<file path="src/rtl/div_unit_pkg.sv">
// rtl/div_unit_pkg.sv - shared constants, state encoding and helpers for the radix-2 divider
package div_unit_pkg;

    localparam int RegisterBus = 32;

    localparam logic [RegisterBus-1:0] ZeroWord = '0;

    localparam logic DivStart          = 1'b1;
    localparam logic DivStop           = 1'b0;
    localparam logic DivResultReady    = 1'b1;
    localparam logic DivResultNotReady = 1'b0;

    typedef enum logic [1:0] {
        DivFree   = 2'b00,
        DivByZero = 2'b01,
        DivOn     = 2'b10,
        DivEnd    = 2'b11
    } div_state_t;

    function automatic logic [RegisterBus-1:0] negate(input logic [RegisterBus-1:0] x);
        return ~x + 1'b1;
    endfunction

endpackage

</file>
<file path="src/rtl/div_unit_if.sv">
// rtl/div_unit_if.sv - request/result handshake between execute and the divider
interface div_unit_if;
    import div_unit_pkg::*;

    logic                     signed_div_i;
    logic [RegisterBus-1:0]   opdata1_i;
    logic [RegisterBus-1:0]   opdata2_i;
    logic                     start_i;
    logic                     annul_i;
    logic [2*RegisterBus-1:0] result_o;
    logic                     ready_o;

    modport master (
        output signed_div_i, opdata1_i, opdata2_i, start_i, annul_i,
        input  result_o, ready_o
    );

    modport slave (
        input  signed_div_i, opdata1_i, opdata2_i, start_i, annul_i,
        output result_o, ready_o
    );

endinterface

</file>
<file path="src/rtl/div_unit.sv">
// rtl/div_unit.sv - multi-cycle restoring divider for DIV/DIVU, result = {remainder, quotient}
module div_unit
    import div_unit_pkg::*;
(
    input  logic       clk,
    input  logic       rst,
    div_unit_if.slave  bus
);

    div_state_t               state, state_n;
    logic [64:0]              dividend, dividend_n;
    logic [RegisterBus-1:0]   divisor, divisor_n;
    logic [5:0]               cnt, cnt_n;
    logic                     neg1, neg1_n;
    logic                     neg2, neg2_n;
    logic                     sdiv, sdiv_n;
    logic [2*RegisterBus-1:0] result, result_n;
    logic                     ready, ready_n;

    logic [32:0]              diff;
    logic [RegisterBus-1:0]   quot, rem;
    logic [RegisterBus-1:0]   mag1, mag2;

    assign bus.result_o = result;
    assign bus.ready_o  = ready;

    always_ff @(posedge clk) begin
        if (rst) begin
            state    <= DivFree;
            dividend <= '0;
            divisor  <= '0;
            cnt      <= '0;
            neg1     <= 1'b0;
            neg2     <= 1'b0;
            sdiv     <= 1'b0;
            result   <= '0;
            ready    <= DivResultNotReady;
        end else begin
            state    <= state_n;
            dividend <= dividend_n;
            divisor  <= divisor_n;
            cnt      <= cnt_n;
            neg1     <= neg1_n;
            neg2     <= neg2_n;
            sdiv     <= sdiv_n;
            result   <= result_n;
            ready    <= ready_n;
        end
    end

    always_comb begin
        state_n    = state;
        dividend_n = dividend;
        divisor_n  = divisor;
        cnt_n      = cnt;
        neg1_n     = neg1;
        neg2_n     = neg2;
        sdiv_n     = sdiv;
        result_n   = result;
        ready_n    = ready;

        diff = {1'b0, dividend[63:32]} - {1'b0, divisor};
        // Most-negative operand maps to itself, which is still the correct unsigned magnitude.
        mag1 = (bus.signed_div_i && bus.opdata1_i[31]) ? negate(bus.opdata1_i) : bus.opdata1_i;
        mag2 = (bus.signed_div_i && bus.opdata2_i[31]) ? negate(bus.opdata2_i) : bus.opdata2_i;
        quot = (sdiv && (neg1 ^ neg2)) ? negate(dividend[31:0]) : dividend[31:0];
        rem  = (sdiv && neg1) ? negate(dividend[64:33]) : dividend[64:33];

        unique case (state)
            DivFree: begin
                ready_n  = DivResultNotReady;
                result_n = '0;
                if (bus.start_i == DivStart && !bus.annul_i) begin
                    if (bus.opdata2_i == ZeroWord) begin
                        state_n = DivByZero;
                    end else begin
                        dividend_n = {ZeroWord, mag1, 1'b0};
                        divisor_n  = mag2;
                        neg1_n     = bus.signed_div_i & bus.opdata1_i[31];
                        neg2_n     = bus.signed_div_i & bus.opdata2_i[31];
                        sdiv_n     = bus.signed_div_i;
                        cnt_n      = '0;
                        state_n    = DivOn;
                    end
                end
            end
            DivByZero: begin
                result_n = '0;
                ready_n  = DivResultReady;
                state_n  = DivEnd;
            end
            DivOn: begin
                if (bus.annul_i) begin
                    state_n = DivFree;
                end else if (!cnt[5]) begin
                    if (diff[32]) begin
                        dividend_n = {dividend[63:0], 1'b0};
                    end else begin
                        dividend_n = {diff[31:0], dividend[31:0], 1'b1};
                    end
                    cnt_n = cnt + 6'd1;
                end else begin
                    result_n = {rem, quot};
                    ready_n  = DivResultReady;
                    cnt_n    = '0;
                    state_n  = DivEnd;
                end
            end
            DivEnd: begin
                if (bus.start_i == DivStop) begin
                    state_n  = DivFree;
                    ready_n  = DivResultNotReady;
                    result_n = '0;
                end
            end
            default: state_n = DivFree;
        endcase
    end

endmodule

</file>
<file path="src/flat_wrapper.sv">
// flat-port wrapper written by rule: the top's interface ports become plain ports
module div_unit_flat import div_unit_pkg::*;
  (clk, rst, bus_signed_div_i, bus_opdata1_i, bus_opdata2_i, bus_start_i, bus_annul_i, bus_result_o, bus_ready_o);
  div_unit_if bus_i ();
  input  logic clk;
  input  logic rst;
  input wire logic [$bits(bus_i.signed_div_i)-1:0] bus_signed_div_i;
  input wire logic [$bits(bus_i.opdata1_i)-1:0] bus_opdata1_i;
  input wire logic [$bits(bus_i.opdata2_i)-1:0] bus_opdata2_i;
  input wire logic [$bits(bus_i.start_i)-1:0] bus_start_i;
  input wire logic [$bits(bus_i.annul_i)-1:0] bus_annul_i;
  output wire logic [$bits(bus_i.result_o)-1:0] bus_result_o;
  output wire logic [$bits(bus_i.ready_o)-1:0] bus_ready_o;
  assign bus_i.signed_div_i = bus_signed_div_i;
  assign bus_i.opdata1_i = bus_opdata1_i;
  assign bus_i.opdata2_i = bus_opdata2_i;
  assign bus_i.start_i = bus_start_i;
  assign bus_i.annul_i = bus_annul_i;
  assign bus_result_o = bus_i.result_o;
  assign bus_ready_o = bus_i.ready_o;
  div_unit u_core (.clk(clk), .rst(rst), .bus(bus_i));
endmodule
</file>
<file path="config.mk">
export PLATFORM = sky130hd
export DESIGN_NAME = div_unit_flat
export DESIGN_NICKNAME = d
export VERILOG_FILES = /design/src/rtl/div_unit_pkg.sv /design/src/rtl/div_unit_if.sv /design/src/rtl/div_unit.sv /design/src/flat_wrapper.sv
export SDC_FILE = /design/constraint.sdc
export NUM_CORES = 1
export LEC_CHECK = 0
export ABC_AREA = 1
export CAP_MARGIN = 20
export CELL_PAD_IN_SITES_DETAIL_PLACEMENT = 1
export CELL_PAD_IN_SITES_GLOBAL_PLACEMENT = 1
export CORE_ASPECT_RATIO = 1.4
export CORE_MARGIN = 2
export CORE_UTILIZATION = 44
export CTS_CLUSTER_DIAMETER = 50
export DETAILED_ROUTE_END_ITERATION = 10
export GPL_TIMING_DRIVEN = 0
export HOLD_SLACK_MARGIN = 0.15
export PLACE_DENSITY_LB_ADDON = 0.1
export SYNTH_ARGS = -nofsm -noshare
export SYNTH_HDL_FRONTEND = slang
export SYNTH_SLANG_ARGS = --single-unit
</file>
<file path="constraint.sdc">
create_clock -name clk -period 5.5 [get_ports clk]
set_clock_uncertainty 0.05 [all_clocks]
set_input_delay 1.1 -clock clk [delete_from_list [all_inputs] [get_ports clk]]
set_output_delay 1.1 -clock clk [all_outputs]
set_load 0.01 [all_outputs]
</file>
### After elaboration in Yosys (flattened, before gate mapping)

Index checks and enable logic that the tools add are counted.

| word-level totals | value |
|---|---|
| latch bits | 0 |
| logic and storage cells | 77 |
| memory bits (writable) | 0 |
| memory bits (read-only) | 0 |
| memories | 0 |
| flip-flop bits (word level) | 173 |
| output and inout bits | 65 |

| cells by class | value |
|---|---|
| bitwise gates (word level) | 8 |
| div/mod/pow operators | 0 |
| add/sub/neg operators | 6 |
| magnitude comparators | 0 |
| muxes and demuxes | 29 |
| reductions and logical operators | 15 |
| shift operators | 0 |
| $mul | 0 |
| eq/ne operators | 10 |

Operators with widths:

| operator | count |
|---|---|
| 65-bit two-way mux | 5 |
| 64-bit two-way mux | 3 |
| 64-bit one-hot mux with 3 select lines | 1 |
| 65-bit one-hot mux with 2 select lines | 1 |
| 32-bit by 1-bit adder with 32-bit output (second input constant) | 4 |
| 32-bit two-way mux | 4 |
| 32-bit NOT | 4 |
| 32-bit by 32-bit subtractor with 33-bit output | 1 |
| 32-bit zero test | 1 |
| 6-bit two-way mux | 4 |
| 6-bit one-hot mux with 2 select lines | 1 |
| 2-bit two-way mux | 5 |
| 3-bit AND reduction | 3 |
| 2-bit inequality test (second input constant) | 4 |
| 2-bit one-hot mux with 4 select lines | 1 |
| 6-bit by 1-bit adder with 6-bit output (second input constant) | 1 |
| 1-bit logical AND | 5 |
| 5-bit AND reduction | 1 |
| 2-bit equality test (second input constant) | 2 |
| 2-bit by 1-bit inequality test with 1-bit output (second input constant) | 2 |
| 1-bit one-hot mux with 4 select lines | 1 |
| 4-bit AND reduction | 1 |
| 1-bit two-way mux | 3 |
| 3-bit by 2-bit inequality test with 1-bit output (second input constant) | 1 |
| other kinds (8) | 9 |

### Depth between registers and ports, before layout

| logic depth | value |
|---|---|
| depth after elaboration | 6 |
| depth in mapped cells | 16 |

### Worst setup path before layout

OpenSTA, ideal clock, no wires.

| timing path | value |
|---|---|
| path kind | input -> register |
| start point | input port bus_opdata2_i[0] |
| end point | register u_core.dividend[30] |
| arrival | 2.420 ns |
| library setup time | 0.143 ns |
| stages on the path | 14 |
| buffers on the path | 1 |
| path slack | 2.887 ns |
| cells stage by stage | inv_1 ha_1 nand2_2 nor2_4 nand2_2 nor2_4 nand2_4 nand2_4 nor2_8 inv_12 buf_8 nor2_1 o21ai_2 a21oi_2 |

| on the way | value |
|---|---|
| word-level cells in the longest chain between the ends | 3 |

Ends and longest elaborated chain:

| element | line | text |
|---|---|---|
| start, declared | flat_wrapper.sv:9 | `input wire logic [$bits(bus_i.opdata2_i)-1:0] bus_opdata2_i;` |
| 32-bit zero test | div_unit.sv:74 | `if (bus.opdata2_i == ZeroWord) begin` |
| 2-bit inequality test (no line) | -- |  |
| 5-bit AND reduction (no line) | -- |  |
| end signal, assigned | div_unit.sv:40 | `dividend <= dividend_n;` |
| end, declared | div_unit.sv:11 | `logic [64:0] dividend, dividend_n;` |

Every way passes these cells.
A chain may end at the register's enable or synchronous reset.

### Worst setup path in the final report

| timing path | value |
|---|---|
| start point | input port bus_signed_div_i |
| end point | register u_core.dividend[21] |

| on the way | value |
|---|---|
| word-level cells in the longest chain between the ends | 5 |

Ends and longest elaborated chain:

| element | line | text |
|---|---|---|
| start, declared | flat_wrapper.sv:7 | `input wire logic [$bits(bus_i.signed_div_i)-1:0] bus_signed_div_i;` |
| 1-bit logical AND | div_unit.sv:64 | `mag1 = (bus.signed_div_i && bus.opdata1_i[31]) ? negate(bus.opdata1_i) : bus.opdata1_i;` |
| 32-bit two-way mux | div_unit.sv:64 |  |
| 65-bit two-way mux | div_unit.sv:74 |  |
| 65-bit two-way mux | div_unit.sv:73 | `if (bus.start_i == DivStart && !bus.annul_i) begin` |
| 65-bit one-hot mux with 2 select lines | div_unit.sv:69 | `unique case (state)` |

Every way passes these cells. The select of a mux whose other input is x is not followed.

==> results_dict.tcl <==
set metrics [dict create \
    status "finished, final reports clean" \
    yosys_warnings 0 \
    layout.cells.most_common "nand2_1" \
    net-switching-power_mw 2.96 \
    post_layout_instance_area_um2 15900 \
    dominant_combinational_cell_family_by_area_after_synthesis "simple AND/OR/NAND/NOR gates" \
    finalNonFillerCells 2780 \
    share_seq_of_total_power_pct 27.1 \
    synth_ff_type "dfxtp_1" \
    syn_inst 2230 \
    layout.cells.most_common_list "nand2_1, inv_1, nand3_1" \
    layout.filler_cells 4231 \
    max_slew_margin_pct 21.4 \
    final_layout_size_suffix_gt1_share_pct 8.77 \
    number_of_cells_after_detailed_placement 2748 \
    grt_use_total_pct 34.3 \
    hold_path_class "reg2reg" \
    post_synth_and_or_nand_nor_area_fraction_pct 38.1 \
    end_kind "flip-flop" \
    detail_route.iter0.violations 760 \
    worstPathMaxFanout 10 \
    critPathBufInv 3 \
    internal_power_mw 3.07 \
    totalWireLength_mm 55.2 \
    r2r_cells 13 \
    areaGrowthSynthToFinish_pct 18.1 \
    drt-wirelength-per-cell_um 19.9 \
    port_buffers 133 \
    final.min_clock_period_ns 3.24 \
    max_stage_delay_ns 0.68 \
    cp-start-kind "input pin" \
    vias 15578 \
    clock_latency_on_the_worst_skew_pair_ns 0.47 \
    core_um2 30000 \
    cts.sinks 173 \
    crit_arrival_ns 3.56 \
    cts.repair_timing.setup_buffer_count 0 \
    dp_worst_setup_slack_ns 1.79 \
    fp.dieW_um 152 \
    synth-seq-area-share_pct 25.7 \
    pin_count_of_the_biggest_net_entering_global_routing 19 \
    via_count_of_the_first_global_routing_pass 16544 \
    drt_pre_antenna_iters 5 \
    setup_total_negative_slack_ns 0 \
    synth_enable_flop_cells 0 \
    die_y_um 211 \
    final_nets 2495 \
    post_cts_resized 0 \
    cts_made_buffers 17 \
    place_congestion 0.948 \
    area_of_the_multi_input_gates_um2 8310 \
    timing.final.setup_violations 0 \
    ir_drop_mv 0.231 \
    synth_compound_area_share_pct 16.2 \
    fp-row-count 75 \
    clk_path_buf_depth 2 \
    cp_data_required_time_ns 5.82 \
    clkTransAtPathRegs_ns 0.08 \
    synth_async_sr_flop_share_pct 0 \
    ys_seq_elements 173 \
    switching_share_pct 49.1 \
    ctsHoldBuffers 0 \
    dpl.hpwl_mm 45.1 \
    io-pin-count 134 \
    cp_common_cell "nand2_1" \
    htree_num_levels 4 \
    critical-path-top-delay-family "simple AND/OR/NAND/NOR gates" \
    worst-slew-pin-transition_ns 1.18 \
    syn-num-nets 2343 \
    yosysTopAreaCellShare_pct 25.7 \
    muxShareOfSynthArea_pct 0 \
    pwr-share-comb_pct 51.0 \
    avgViaCountPerCell 5.60 \
    detailed_route_drc_error_count 0 \
    hold_viol 0 \
    worst_slack_ns 2.26 \
    hold_path_depth 2 \
    finish.utilization_pct 53.0 \
    crit_path_cell_trace "clkdlybuf4s50_1, nand2_2, inv_2, nand2_1, nand2_1, nor3_2, nand2_1, xnor2_1, o21ai_0, nand2_1, inv_1" \
    synth.avg_cell_area_um2 6.05 \
    critPathSlowestCell "clkdlybuf4s50_1" \
    ant_nets 0 \
    timing_worst_setup_path_type "in2reg" \
    drv.max_cap_violation_count 0 \
    power.density_nw_per_um2 379 \
    tritoncts "yes" \
    synth_cell_types 50 \
    die-area_um2 32100 \
    grt_first_pass_wirelength_mm 86.1 \
    antenna_found_initial 0 \
    regArea_um2 3460 \
    clockPowerShare_pct 21.8 \
    report.final.slew_viol_count 0 \
    layout_worst_path_cycle_share_pct 58.9 \
    synth-adder-area-share_pct 4.14 \
    post_synth_xor_area_fraction_pct 3.18 \
    root_buffer "clkbuf_16" \
    grt_setup_unrepaired "false" \
    globalRouteOverflowTotal 0 \
    antennaDiodeCount 0 \
    post_synth_main_area_contributors "dfxtp_1, nand2_1, nand3_1" \
    syn-cell-area_um2 13500 \
    initial_utilization_pct 44.9 \
    yosysTopAreaCell "dfxtp_1" \
    cp_num_cells 11 \
    achievable-frequency_mhz 309 \
    leakagePower_nw 7.36 \
    placedInstanceArea_um2 15300 \
]
-- power by group through the flow --
| stage | Combinational (mW) | Clock (mW) | Sequential, mW |
|---|---|---|---|
| floorplan | 2.14 | 0 | 1.56 |
| global placement | 2.91 | 0 | 1.64 |
| detailed placement | 3.00 | 0 | 1.65 |
| CTS | 3.03 | 1.32 | 1.62 |
| global route | 3.38 | 1.37 | 1.64 |
| finish | 3.08 | 1.32 | 1.64 |
-- worst min-delay path: stages, from the launching register on --
cell and delay [ns]:
dfxtp_1 0.31, nand2_1 0.06, a21oi_1 0.05
-- synth_stat cells, types with 7 or more instances --
cell      instances
a21oi_1         171
a21oi_2          48
buf_1             7
buf_2            24
clkbuf_1         39
dfxtp_1         173
ha_1             43
inv_1           323
inv_2             7
nand2_1         593
nand2_2          51
nand3_1         246
nand4_1          38
nor2_1          186
nor2_2            8
nor3_1           20
o211ai_1          8
o21ai_0         115
o21ai_1           7
o21ai_2           7
xnor2_1          21
xor2_1           28
-- per-stage QoR --
stage | hold slack [ns] | power [mW]
2_1_floorplan | 0.382 | 3.70
3_3_place_gp | 0.402 | 4.55
3_5_place_dp | 0.408 | 4.65
4_1_cts | 0.420 | 5.98
5_1_grt | 0.436 | 6.39
6_report | 0.418 | 6.03
-- registers in the layout, indices dropped and copies added (netlist names), 2 cells and up --
name,cells
u_core.dividend,65
u_core.state,2
u_core.divisor,32
u_core.cnt,6
u_core.bus.result_o,64
-- layer usage --
metal  up-vias  global-route usage, %  routed length [um]
met5         -                      0                   0
met4         0                   24.4                4310
met3       198                   4.16                1780
met2       382                   66.1               29400
met1      7517                   33.6               19700
li1       7481                      -                   -
-- final timing paths --
check,start,slack (ns),endpoint
max,bus_signed_div_i,2.26,u_core.dividend[21]
min,u_core.bus.result_o[53],0.42,u_core.bus.result_o[53]
max reg2reg,u_core.dividend[33],2.67,u_core.dividend[58]
min reg2reg,u_core.bus.result_o[53],0.42,u_core.bus.result_o[53]
-- kinds of logic after synthesis --
logic type                 after synthesis
and+or+nand+nor                       1171
buffers and inverters                  413
AOI/OAI and AO/OA                      380
DFF                                    173
xor gates and xnor gates                49
adders and majority gates               44
-- layout make-up --
class | count | share of cell area [%]
Clock inverter | 15 | 1.29
Tap cell | 385 | 3.03
Inverter | 331 | 7.88
Buffer | 82 | 2.85
Timing Repair Buffer | 133 | 8.36
Sequential cell | 173 | 21.7
Clock buffer | 17 | 2.67
Multi-Input combinational cell | 1644 | 52.2
Note: power is estimated with default switching activity, not from simulation.
